## src/rtl/ocp_axil_arb.sv

```systemverilog
// ocp_axil_arb: two-requester OCP to AXI4-Lite master bridge, round-robin arbitrated,
// one command outstanding at a time.
module ocp_axil_arb #(
   parameter int ADDR_W = 32,
   parameter int DATA_W = 32
) (
   input  logic                clk,
   input  logic                rst,
   input  logic [5:0]          m_cmd,
   input  logic [2*ADDR_W-1:0] m_addr,
   input  logic [2*DATA_W-1:0] m_data,
   output logic [1:0]          s_cmdaccept,
   output logic [3:0]          s_resp,
   output logic [DATA_W-1:0]   s_data,
   output logic                awvalid,
   input  logic                awready,
   output logic [ADDR_W-1:0]   awaddr,
   output logic                wvalid,
   input  logic                wready,
   output logic [DATA_W-1:0]   wdata,
   output logic [DATA_W/8-1:0] wstrb,
   input  logic                bvalid,
   output logic                bready,
   input  logic [1:0]          bresp,
   output logic                arvalid,
   input  logic                arready,
   output logic [ADDR_W-1:0]   araddr,
   input  logic                rvalid,
   output logic                rready,
   input  logic [DATA_W-1:0]   rdata,
   input  logic [1:0]          rresp
);
   localparam logic [2:0] IDLE    = 3'd0;
   localparam logic [2:0] WR_REQ  = 3'd1;
   localparam logic [2:0] WR_RESP = 3'd2;
   localparam logic [2:0] RD_REQ  = 3'd3;
   localparam logic [2:0] RD_DATA = 3'd4;
   localparam logic [2:0] RESP    = 3'd5;
   logic [2:0]        state_q, state_d;
   logic [1:0]        acc_q, acc_d;
   logic              gnt_q, gnt_d, last_q, last_d, wr_q, wr_d;
   logic [ADDR_W-1:0] addr_q, addr_d;
   logic [DATA_W-1:0] data_q, data_d, rdat_q, rdat_d;
   logic              awv_q, awv_d, wv_q, wv_d, arv_q, arv_d, bry_q, bry_d, rry_q, rry_d;
   logic [3:0]        sresp_q, sresp_d;
   logic [1:0]        req, code;
   logic [2:0]        cmd_sel;
   logic              sel, arb;
   assign req[0]  = m_cmd[2:0] == 3'd1 || m_cmd[2:0] == 3'd2;
   assign req[1]  = m_cmd[5:3] == 3'd1 || m_cmd[5:3] == 3'd2;
   assign sel     = &req ? ~last_q : req[1];
   assign cmd_sel = sel ? m_cmd[5:3] : m_cmd[2:0];
   // Grant from a quiet IDLE, or from RESP so the next accept lands the cycle after the response.
   assign arb     = |req && ((state_q == IDLE && acc_q == 2'b00) || state_q == RESP);
   assign code    = ((state_q == WR_RESP ? bresp : rresp) == 2'b00) ? 2'b01 : 2'b11;
   always_comb begin
      state_d = state_q;
      acc_d   = 2'b00;
      gnt_d   = gnt_q;
      last_d  = last_q;
      wr_d    = wr_q;
      addr_d  = addr_q;
      data_d  = data_q;
      rdat_d  = rdat_q;
      awv_d   = awv_q && !awready;
      wv_d    = wv_q && !wready;
      arv_d   = arv_q && !arready;
      bry_d   = bry_q;
      rry_d   = rry_q;
      sresp_d = 4'd0;
      if (arb) begin
         acc_d  = sel ? 2'b10 : 2'b01;
         gnt_d  = sel;
         last_d = sel;
         wr_d   = cmd_sel == 3'd1;
         addr_d = sel ? m_addr[ADDR_W +: ADDR_W] : m_addr[0 +: ADDR_W];
         data_d = sel ? m_data[DATA_W +: DATA_W] : m_data[0 +: DATA_W];
      end
      case (state_q)
         IDLE: if (acc_q != 2'b00) begin
            state_d = wr_q ? WR_REQ : RD_REQ;
            awv_d   = wr_q;
            wv_d    = wr_q;
            arv_d   = !wr_q;
         end
         WR_REQ: if (!awv_d && !wv_d) begin
            state_d = WR_RESP;
            bry_d   = 1'b1;
         end
         WR_RESP: if (bvalid) begin
            state_d = RESP;
            bry_d   = 1'b0;
            sresp_d = gnt_q ? {code, 2'b00} : {2'b00, code};
         end
         RD_REQ: if (!arv_d) begin
            state_d = RD_DATA;
            rry_d   = 1'b1;
         end
         RD_DATA: if (rvalid) begin
            state_d = RESP;
            rry_d   = 1'b0;
            rdat_d  = rdata;
            sresp_d = gnt_q ? {code, 2'b00} : {2'b00, code};
         end
         default: state_d = IDLE;
      endcase
   end
   always_ff @(posedge clk or posedge rst) begin
      if (rst) begin
         state_q <= IDLE;
         acc_q   <= 2'b00;
         gnt_q   <= 1'b0;
         last_q  <= 1'b1;
         wr_q    <= 1'b0;
         addr_q  <= '0;
         data_q  <= '0;
         rdat_q  <= '0;
         awv_q   <= 1'b0;
         wv_q    <= 1'b0;
         arv_q   <= 1'b0;
         bry_q   <= 1'b0;
         rry_q   <= 1'b0;
         sresp_q <= 4'd0;
      end else begin
         state_q <= state_d;
         acc_q   <= acc_d;
         gnt_q   <= gnt_d;
         last_q  <= last_d;
         wr_q    <= wr_d;
         addr_q  <= addr_d;
         data_q  <= data_d;
         rdat_q  <= rdat_d;
         awv_q   <= awv_d;
         wv_q    <= wv_d;
         arv_q   <= arv_d;
         bry_q   <= bry_d;
         rry_q   <= rry_d;
         sresp_q <= sresp_d;
      end
   end
   assign s_cmdaccept = acc_q;
   assign s_resp      = sresp_q;
   assign s_data      = rdat_q;
   assign awvalid     = awv_q;
   assign awaddr      = addr_q;
   assign wvalid      = wv_q;
   assign wdata       = data_q;
   assign wstrb       = '1;
   assign bready      = bry_q;
   assign arvalid     = arv_q;
   assign araddr      = addr_q;
   assign rready      = rry_q;
endmodule

```

## config.mk

```make
export PLATFORM = sky130hd
export DESIGN_NAME = ocp_axil_arb
export DESIGN_NICKNAME = d
export VERILOG_FILES = /design/src/rtl/ocp_axil_arb.sv
export SDC_FILE = /design/constraint.sdc
export NUM_CORES = 1
export LEC_CHECK = 0
export CORE_AREA = 2 2 125 127
export CTS_CLUSTER_DIAMETER = 50
export CTS_CLUSTER_SIZE = 8
export DETAILED_ROUTE_END_ITERATION = 8
export DIE_AREA = 0 0 127 129
export PLACE_DENSITY_LB_ADDON = 0.08
export SYNTH_ARGS = -nofsm -noshare
export SYNTH_HDL_FRONTEND = slang
export SYNTH_SLANG_ARGS = --single-unit
```

## constraint.sdc

```tcl
create_clock -name clk -period 11.68 [get_ports clk]
set_clock_uncertainty 0.2 [all_clocks]
set_input_delay 1.752 -clock clk [delete_from_list [all_inputs] [get_ports clk]]
set_output_delay 1.752 -clock clk [all_outputs]
set_load 0.01 [all_outputs]
```

Word level (Yosys, flattened, before mapping)
Cells that the tools add are included.
{"block": "word_totals", "elab_cells": 88, "out_inout_bits": 143, "in_bits": 177, "regBits": 113}
{"block": "op_classes", "mux": 31, "n_bitwise": 1, "eq_ne": 15, "n_reduce_logical": 27}
{"op": "$mux W32", "n": 2}
{"op": "$mux W3", "n": 6}
{"op": "$pmux W3 S5", "n": 1}
{"op": "$eq A3 B1 Y1 const B", "n": 4}
{"op": "$eq A3 B2 Y1 const B", "n": 4}
{"op": "$mux W4", "n": 3}
{"op": "$mux W1", "n": 11}
{"op": "$mux W2", "n": 5}
{"op": "$ne A2 B2 Y1 const B", "n": 4}
{"op": "$pmux W4 S2", "n": 1}
{"op": "$eq A3 B3 Y1 const B", "n": 2}
{"op": "$logic_and A1 B1 Y1", "n": 6}
{"op": "$logic_not A1 Y1", "n": 6}
{"op": "$reduce_and A3 Y1", "n": 2}
{"op": "$reduce_bool A2 Y1", "n": 3}
{"op": "$reduce_and A5 Y1", "n": 1}
{"op": "$logic_not A2 Y1", "n": 2}
{"op": "$pmux W1 S2", "n": 2}
{"op": "$reduce_and A2 Y1", "n": 2}
{"op": "$logic_not A3 Y1", "n": 1}
{"op": "$logic_or A1 B1 Y1", "n": 3}
{"op": "$ne A2 B1 Y1 const B", "n": 1}
{"op": "$reduce_or A2 Y1", "n": 1}
{"op": "$not A1 Y1", "n": 1}

Longest topological paths before layout
{"block": "logic_depth", "depth_word": 7, "mapped_depth": 7, "ltp_nobuf": 4}

Worst setup path before layout
No wires, ideal clock.
{"block": "synth_path", "kind": "in2reg", "startpoint": "input m_cmd[3]", "endpoint": "register addr_q[11] (netlist: araddr[11])", "slack_ps": 8317, "required_ps": 11354, "arrival_ps": 3037, "setup_ps": 126, "cell_stages": 6, "n_path_buf": 2, "path_cell_list": "xnor2_1 -> o22ai_1 -> clkbuf_1 -> buf_1 -> a21boi_0 -> a221o_1"}
{"block": "synth_between", "elab_chain_cells": 5, "elab_cells_between_ends": 8, "cone_classes": "eq/ne: 2; mux: 2; reduce/logical: 4"}
{"element": "start: declaration", "line": "9", "text": "input logic [5:0] m_cmd,"}
{"element": "$eq A3 B1 Y1 or $eq A3 B2 Y1 (tied branches)", "line": "50", "text": "assign req[1] = m_cmd[5:3] == 3'd1 || m_cmd[5:3] == 3'd2;"}
{"element": "$logic_or A1 B1 Y1 *", "line": "50"}
{"element": "$reduce_and A2 Y1", "line": "51", "text": "assign sel = &req ? ~last_q : req[1];"}
{"element": "$mux W1", "line": "51"}
{"element": "$mux W32", "line": "76", "text": "addr_d = sel ? m_addr[ADDR_W +: ADDR_W] : m_addr[0 +: ADDR_W];"}
{"element": "end signal: assignment", "line": "130", "text": "addr_q <= addr_d;"}
{"element": "end: declaration", "line": "42", "text": "logic [ADDR_W-1:0] addr_q, addr_d;"}
Mark *: on every way between the ends. The rest lies on a longest branch, timed or not.
A chain may end at the register's enable or synchronous reset.

Worst setup path in the final report
{"block": "layout_path", "startpoint": "input m_cmd[1]", "endpoint": "register addr_q[29] (netlist: araddr[29])"}
{"block": "layout_between", "elab_chain_cells": 5, "elab_cells_between_ends": 8, "cone_classes": "eq/ne: 2; mux: 2; reduce/logical: 4"}
{"element": "$eq A3 B1 Y1 or $eq A3 B2 Y1 (tied branches)", "line": "49", "text": "assign req[0] = m_cmd[2:0] == 3'd1 || m_cmd[2:0] == 3'd2;"}
{"element": "$logic_or A1 B1 Y1 *", "line": "49"}
{"element": "$reduce_and A2 Y1", "line": "51"}
{"element": "$mux W1", "line": "51"}
{"element": "$mux W32", "line": "76"}
Marks and branches as above.

==> summary.txt <==
Run status
  • Status: completed

CTS
  • CTS tree: done
  • Max clock buf depth: 2
  • Clock root buffer: clkbuf_16
  • Sink Count: 113
  • # resized after CTS: 0
  • Clk slew on worst S/H paths: around 50 ps
  • CTS Buf Count: 17
  • Postcts setup bufs: 0
  • Htree depth: 4
  • CTS Hold Bufs: 0
  • Clk_lat worst skew: roughly 410 ps

Final layout
  • Diode count: 0
  • Syn-to-layout area delta: 69.5%
  • Design area: 8840 µm²
  • Fillers: approximately 1200
  • Fin nets: approximately 860
  • Share of layout cells above drive strength 1: approximately a tenth

STA
  • Final Setup Violations: 0
  • Setup TNS: 0 ps
  • Fin. Hold Viols: 0
  • Worst-Margin Slew: between 1000 and 1500 ps
  • Hold_ws: 304 ps
  • Fin. max-slew vios: 0
  • RSZ-0062 raised after global routing: no
  • Slew HR: 29.4%
  • Period utilization: about two fifths
  • Fmax: ~0.22 GHz
  • Min cycle time layout: 4500 ps

Detailed routing
  • Routed length per instance: roughly 20 µm
  • Vias/cell: between 5 and 6
  • DRT Pass-1 Iters: 4
  • DRT iter0 DRCs: approximately 270
  • Via count: approximately 4600
  • WL final: ~17000 µm
  • Routed Antenna Nets: 0
  • DR DRC count: 0

Worst setup path
  • Critical path fanouts, max: between 50 and 60
  • Worst Setup EP: araddr[29]$_DFFE_PP0P_
  • FF-to-FF setup slack: 7740 ps
  • Setup crit start kind: primary input
  • Slowest CP cell: nor4b_4
  • Critical Path Sink Type: flop
  • Crit-path cells: clkdlybuf4s50_1 -> xnor2_1 -> nor3b_1 -> nor4b_4 -> buf_4 -> a221o_1
  • R2R Path End: araddr[29]$_DFFE_PP0P_
  • R2R cell count: 6
  • CP required: between 10000 and 15000 ps
  • Worst R2R Start: state_q[0]$_DFFE_PP0P_
  • Crit path kind: in2reg
  • CP startpoint: m_cmd[1]
  • Critical Path Max Stage Delay: 830 ps
  • Arrival @ worst endpoint: roughly 4600 ps

Die
  • Num ports: 320
  • Die width: ~130 µm
  • Die area: around 16000 µm²
  • Die Ht: roughly 130 µm
  • Initial core utilization: about a third
  • Core Rows: between 40 and 50
  • Core box area: 15000 µm²

Power
  • Worst VDD drop: between 0.0001 and 0.00015 V
  • Design Power: 2290 µW
  • Leak pwr: 0.00360 µW
  • Pwr/cell area: between 200 and 300 nW/µm²

Job
  • Max Cap Viol: 0

Logic synthesis
  • Yosys top cell area share: a little over half
  • Synth top area cells: dfrtp_1, a221o_1, a21boi_0, mux2_2, buf_4
  • Synth cell types: 42
  • Commonest cells post-synth: dfrtp_1, a21boi_0, a221o_1
  • Most common cell in the netlist: dfrtp_1
  • Sequential element share of the synthesized area: 54.2%
  • Adder-Cell Fraction of Synth Area: 0%
  • Synth Area in Compound Gates: ~25%
  • Synth area leader: dfrtp_1
  • Seq cells post-synth: 113
  • Synth Area in Simple Gates: between 4 and 5%
  • Ys Warns: 0
  • Async SR Flop Fraction: 100%
  • Mux cell area share after synthesis: under 10%
  • Post-Synthesis Cell Area: 5220 µm²
  • Synth Flop Type: dfrtp_1
  • Cells after Synth: ~410
  • XOR/XNOR Fraction of Synth Area: less than 1%
  • EDFF count, synth: 0
  • Largest family of logic cells by synthesized area: compound AO/OA/AOI/OAI gates
  • Mapped Avg Cell Area: about 13 µm²

Global route
  • Pin count of the biggest net entering global routing: 83
  • GRT overflow: 0
  • Total Routing Usage GR: a little over a fifth
  • Initial antenna violation count: 0
  • Vias in the first global route: between 4000 and 5000
  • First-pass GRT wire length: between 20000 and 30000 µm

Placed design
  • I/O Buffers: 315
  • Final Wtd Congestion: between 0.7 and 0.8
  • Dpl hpwl: around 12000 µm
  • Cell Area, Placed: ~8200 µm²

Worst hold path
  • Worst min-delay path category: reg2reg
## per-layer routing
metal	wire length, µm	track usage [%]	vias to the layer above	share of wire [%]
met5	0	0	-	0
met1	6710	24.3	2243	39
li1	-	-	2071	-
met2	8840	36.4	217	51
met3	1370	7.44	24	8.0
met4	294	7.30	0	1.7
## area by class of cell
| cell class | instances | area (µm²) | area share, % |
|---|---|---|---|
| flip-flops and latches | 113 | 2830 | 32.0 |
| clock buffers | 28 | 527 | 5.96 |
| clock inverters | 4 | 70.1 | 0.793 |
| inverters | 4 | 17.5 | 0.198 |
| multi-input cells | 226 | 1950 | 22.1 |
| repair buffers | 322 | 3210 | 36.3 |
| well taps | 188 | 235 | 2.66 |
## worst min path at each step
stage / start / to / slack [ps] / cells past startpoint
after global routing: s_data[30]$_DFFE_PP0P_ / s_data[30]$_DFFE_PP0P_ / 320 / 1
after CTS: s_data[31]$_DFFE_PP0P_ / s_data[31]$_DFFE_PP0P_ / 310 / 1
after floorplan: gnt_q$_DFFE_PP0P_ / s_resp[1]$_DFF_PP0_ / 240 / 1
final: s_data[31]$_DFFE_PP0P_ / s_data[31]$_DFFE_PP0P_ / 300 / 1
after global placement: rready$_DFFE_PP0P_ / rready$_DFFE_PP0P_ / 280 / 2
after detailed placement: s_data[31]$_DFFE_PP0P_ / s_data[31]$_DFFE_PP0P_ / 290 / 1
## critical path: cells and delay by family
family	cells	cell delay (ps)
simple gates	2	1020
xor+xnor	1	490
compound gates	1	270
buf+inv	2	1060
## kinds of logic after synthesis
group                     count (synthesis)
and+or+nand+nor                          35
other                                     1
AOI/OAI and AO/OA                       152
buffers and inverters                    75
DFF                                     113
xor gates and xnor gates                  2
muxes                                    33
## placed cells by master (no fill, tap or decap), types with 2 or more instances in the layout
cell	count
nand3b_1	2
inv_1	3
dfrtp_1	112
buf_4	7
nor3_1	2
nor2_1	6
a221o_1	64
nand2b_1	4
conb_1	4
clkdlybuf4s50_1	315
nand2_1	7
and2_1	3
nor2b_1	2
nor3b_1	2
clkinv_2	2
clkbuf_1	5
mux2_2	32
o21ai_0	5
a21o_1	2
a21oi_1	4
xnor2_1	2
or3_1	2
bufinv_16	2
clkbuf_16	17
clkbuf_8	6
nor4b_4	3
a21boi_0	64
## stage by stage
step / worst slack [ps] / cells / utilization [%]
after floorplan: 6740 / 414 / -
after global placement: 6940 / 853 / 55.0
after detailed placement: 6850 / 853 / 55.0
after CTS: 7260 / 885 / 59.0
after global routing: 7000 / 885 / 59.0
final: 7180 / 885 / 59.0
## power breakdown
group | total [µW] | internal, µW | switching, µW
combinational | 1060 | 641 | 422
sequential | 709 | 574 | 135
clock | 518 | 347 | 171
## state kept, by name, indices dropped and copies added, names as in the netlist, 2 cells and up
| name | count |
|---|---|
| s_data | 32 |
| s_cmdaccept | 2 |
| state_q | 3 |
| s_resp | 4 |
| araddr | 32 |
| wdata | 32 |
Power figures use the tool's default switching activity.
